$ cat config.mk
export PLATFORM = sky130hd
export DESIGN_NAME = vending_mealy
export DESIGN_NICKNAME = d
export VERILOG_FILES = /design/src/rtl/vending_pkg.sv /design/src/rtl/vending_sale_counter.sv /design/src/rtl/vending_mealy.sv
export SDC_FILE = /design/constraint.sdc
export NUM_CORES = 1
export LEC_CHECK = 0
export ABC_AREA = 1
export BUFFER_PORTS_ARGS = -buffer_cell sky130_fd_sc_hd__buf_2
export CAP_MARGIN = 20
export CORE_AREA = 2 2 39 41
export DETAILED_ROUTE_END_ITERATION = 6
export DIE_AREA = 0 0 41 43
export GPL_TIMING_DRIVEN = 0
export SETUP_SLACK_MARGIN = 0.1
export SYNTH_ARGS = -nofsm -noshare
export SYNTH_HDL_FRONTEND = slang
export SYNTH_SLANG_ARGS = --single-unit
$ cat constraint.sdc
create_clock -name clk -period 1.85 [get_ports clk]
set_input_delay 0.185 -clock clk [delete_from_list [all_inputs] [get_ports clk]]
set_output_delay 0.185 -clock clk [all_outputs]
set_load 0.05 [all_outputs]
$ cat src/rtl/vending_pkg.sv
// rtl/vending_pkg.sv - shared types, coin codes and credit helpers for the vending FSM
package vending_pkg;

    localparam int PRICE = 20;

    typedef enum logic [1:0] {
        S0  = 2'd0,
        S5  = 2'd1,
        S10 = 2'd2,
        S15 = 2'd3
    } state_t;

    localparam logic [1:0] COIN_NONE = 2'b00;
    localparam logic [1:0] COIN_5    = 2'b01;
    localparam logic [1:0] COIN_10   = 2'b10;
    localparam logic [1:0] COIN_BAD  = 2'b11;

    // Credit held by a state, in money units.
    function automatic logic [5:0] credit_of(input state_t s);
        case (s)
            S5:      credit_of = 6'd5;
            S10:     credit_of = 6'd10;
            S15:     credit_of = 6'd15;
            default: credit_of = 6'd0;
        endcase
    endfunction

    // Value of a coin code; none and invalid both add nothing.
    function automatic logic [5:0] coin_value(input logic [1:0] c);
        case (c)
            COIN_5:  coin_value = 6'd5;
            COIN_10: coin_value = 6'd10;
            default: coin_value = 6'd0;
        endcase
    endfunction

    // State that holds a given partial credit (only called below PRICE).
    function automatic state_t state_of(input logic [5:0] credit);
        case (credit)
            6'd5:    state_of = S5;
            6'd10:   state_of = S10;
            6'd15:   state_of = S15;
            default: state_of = S0;
        endcase
    endfunction

endpackage

$ cat src/rtl/vending_sale_counter.sv
// rtl/vending_sale_counter.sv - wrapping count of completed sales
module vending_sale_counter #(
    parameter int CNT_W = 8
) (
    input  logic             clk,
    input  logic             rst,
    input  logic             inc,
    output logic [CNT_W-1:0] count
);

    // Count one sale per edge with inc high; wraps naturally at 2^CNT_W.
    always_ff @(posedge clk or posedge rst) begin
        if (rst) begin
            count <= '0;
        end else if (inc) begin
            count <= count + CNT_W'(1);
        end
    end

endmodule

$ cat src/rtl/vending_mealy.sv
// rtl/vending_mealy.sv - Mealy vending FSM, price 20; sale counter under VEND_SALE_CNT_EN
module vending_mealy
    import vending_pkg::*;
#(
    parameter int CNT_W = 8
) (
    input  logic             clk,
    input  logic             rst,
    input  logic [1:0]       coin,
    output logic             dispense,
`ifdef VEND_SALE_CNT_EN
    output logic [CNT_W-1:0] sale_count,
`endif
    output logic             chg5
);

    state_t     state;
    state_t     state_next;
    logic [5:0] total;

    if (CNT_W < 1) begin : g_bad_cnt_w
        $error("CNT_W must be at least 1");
    end

    // Credit register; reset drops any partial credit immediately.
    always_ff @(posedge clk or posedge rst) begin
        if (rst) begin
            state <= S0;
        end else begin
            state <= state_next;
        end
    end

    // Mealy outputs and next credit; a sale always returns to S0 so no credit carries over.
    always_comb begin
        state_next = state;
        dispense   = 1'b0;
        chg5       = 1'b0;
        total      = credit_of(state) + coin_value(coin);
        if (!rst && coin_value(coin) != 6'd0) begin
            if (total >= 6'(PRICE)) begin
                dispense   = 1'b1;
                chg5       = (total == 6'(PRICE + 5));
                state_next = S0;
            end else begin
                state_next = state_of(total);
            end
        end
    end

`ifdef VEND_SALE_CNT_EN
    vending_sale_counter #(
        .CNT_W (CNT_W)
    ) u_sale_counter (
        .clk   (clk),
        .rst   (rst),
        .inc   (dispense),
        .count (sale_count)
    );
`endif

endmodule

==> results.json <==
{
  "nets": 67,
  "cts_tree": "yes",
  "fin_ws_ns": -0.0632,
  "io_pins": 6,
  "r2r_cells": 8,
  "grt_pass1_vias": 296,
  "outcome": "finished, violations left",
  "synth_mux_area_share_pct": 0,
  "stdcell_count": 72,
  "worstMarginPinSlew_ns": 0.204,
  "grt_start_max_net_pins": 5,
  "grt_pass1_wl_um": 1150,
  "place_area_um2": 322,
  "skew_ns": 0.00248,
  "synth_area_um2": 269,
  "worstSetupStartpointType": "register",
  "pre_cts_slack_ns": -0.0414,
  "root_buffer": "clkbuf_4",
  "wire_per_inst_um": 8.31,
  "avgSynthCellArea_um2": 6.56,
  "largest-register": "state",
  "critical_path_class": "reg2out",
  "cts_made_buffers": 3,
  "synth-compound-area-share_pct": 1.86,
  "track_usage_pct": 9.98,
  "final.period_utilization_pct": 103,
  "maxSlewHeadroom_pct": 86.4,
  "fin_crit_ns": 1.91,
  "fill_cells": 151,
  "powerDensity_nw_per_um2": 1040,
  "finalInstanceArea_um2": 467,
  "drc": 0,
  "required_ns": 1.66,
  "max_freq_mhz": 523,
  "core_um2": 1380,
  "grt.overflow.total": 0,
  "slew_viol_final": 0,
  "routed_wl_um": 598,
  "cts_buffer_depth": 2,
  "synth_seq_cells": 2,
  "setup_viol": 1,
  "synth-simple-area-share_pct": 38.1,
  "synth_adder_area_share_pct": 26.0,
  "netlist-cell-type-count": 11,
  "yosys_warnings": 0,
  "drt_iter0_markers": 1,
  "start_util_pct": 19.4,
  "num_rows": 14,
  "power.total_mw": 0.485,
  "dp.cells": 62,
  "htreeDepth": 1,
  "leakage_nw": 0.251,
  "antenna_found_initial": 0,
  "ant_nets": 0,
  "synth_nets": 50,
  "synthCells": 41,
  "cts.clk_slew.worst_paths_ns": 0.03,
  "synth-xor-area-share_pct": 0,
  "clk_latency_ns": 0.22,
  "crit_arrival_ns": 1.73,
  "maxCapViolations": 0,
  "diodes": 0,
  "ys_seq_area_share_pct": 18.6,
  "clock-sinks": 2,
  "fp.dieW_um": 41,
  "drive_gt1_share_pct": 53.6,
  "hold_violations": 0,
  "vias": 280,
  "numPortBuffers": 5,
  "synthToLayoutAreaGrowth_pct": 73.5,
  "dieArea_um2": 1760,
  "die_y_um": 43,
  "end_kind": "output port",
  "top_regs": "state x2",
  "min_path_type": "in2reg",
  "violations": "setup timing",
  "whs_path_depth": 4,
  "crit_fanout": 2,
  "largest_reg_flops": 2,
  "vdd_ir_drop_max_v": 0.000361,
  "rsz0062_at_grt": "yes",
  "synth_top_family_by_area": "simple AND/OR/NAND/NOR gates",
  "avgViaCountPerCell": 3.89,
  "gp_congestion": 0.783,
  "place_hpwl_um": 396,
  "drt_pass1_iterations": 2
}
where the power goes:
group	internal [mW]	total, mW	leakage (nW)	switching [mW]
registers	0.0617	0.0698	0.0268	0.00811
clock network	0.0714	0.0947	0.0138	0.0233
logic	0.164	0.321	0.210	0.157
worst max-delay path, stage by stage (launching register included):
cell and delay (ns):
dfrtp_1 0.36, buf_2 0.14, ha_4 0.16, fa_2 0.45
inv_2 0.06, nand3_2 0.08, nor2_4 0.09, buf_6 0.16
synth_stat cells, drive strengths merged:
library cell / instances / share of area, %
dfrtp: 2 / 19
clkbuf: 2 / 2.8
nand2: 12 / 20
fa: 1 / 7.4
o21ai: 1 / 1.9
inv: 9 / 13
nand3: 6 / 13
nor2: 4 / 5.6
ha: 4 / 19
per-stage QoR:
step / hold WS [ns] / util [%] / setup TNS (ns)
finish: 0.261 / 33.7 / -0.0632
global route: 0.293 / 33.7 / -0.203
CTS: 0.257 / 33.4 / -0.0648
detailed placement: 0.0447 / 23.2 / -0.0414
global placement: 0.0429 / 23.2 / -0.0291
floorplan: -0.0738 / - / 0
cells in the final DEF, fill, tap and decap left out, types with 2 or more instances in the layout:
| master | instances |
|---|---|
| clkbuf_4 | 3 |
| buf_2 | 4 |
| nand2_2 | 3 |
| ha_1 | 2 |
| inv_1 | 6 |
| ha_4 | 2 |
| buf_6 | 4 |
| buf_4 | 4 |
| nand3_2 | 2 |
| nand3_1 | 4 |
| nand2_1 | 8 |
| nor2_1 | 2 |
| dfrtp_1 | 2 |
| inv_2 | 2 |
layout make-up:
| class | instances | area (um2) | area share (%) |
|---|---|---|---|
| Sequential cell | 2 | 50.0 | 10.7 |
| Clock buffer | 3 | 22.5 | 4.83 |
| Multi-Input combinational cell | 28 | 228 | 48.8 |
| Timing Repair Buffer | 12 | 100 | 21.4 |
| Tap cell | 16 | 20.0 | 4.29 |
| Inverter | 9 | 36.3 | 7.77 |
| Buffer | 2 | 10.0 | 2.14 |
worst paths after layout:
kind,from,end,slack [ns]
setup / recovery,state[0],chg5,-0.06
min in group asynchronous,rst,state[0],0.36
hold reg to reg,state[0],state[0],0.48
max in group asynchronous,rst,state[1],1.38
setup reg to reg,state[0],state[0],0.21
hold / removal,rst,state[1],0.26
logic make-up after synthesis:
group                      count (synthesis)
adders and majority gates                  5
DFF                                        2
and+or+nand+nor                           22
buffers and inverters                     11
AOI/OAI and AO/OA                          1
metal layers:
| layer | global-route usage [%] | wire, um | vias up |
|---|---|---|---|
| li1 | - | - | 153 |
| met1 | 11.7 | 261 | 122 |
| met2 | 15.0 | 316 | 5 |
| met3 | 1.57 | 21 | 0 |
| met4 | 8.00 | 0 | 0 |
| met5 | 0 | 0 | - |
timing repair:
item                                   4_1_cts  5_1_grt
buffers inserted                             6        3
hold buffers                                 1        0
resized for setup                           17        5
setup endpoints to repair                    2        4
pin swaps                                    8        4
endpoints found under the hold margin        2        0
(Power assumes the default switching activity.)
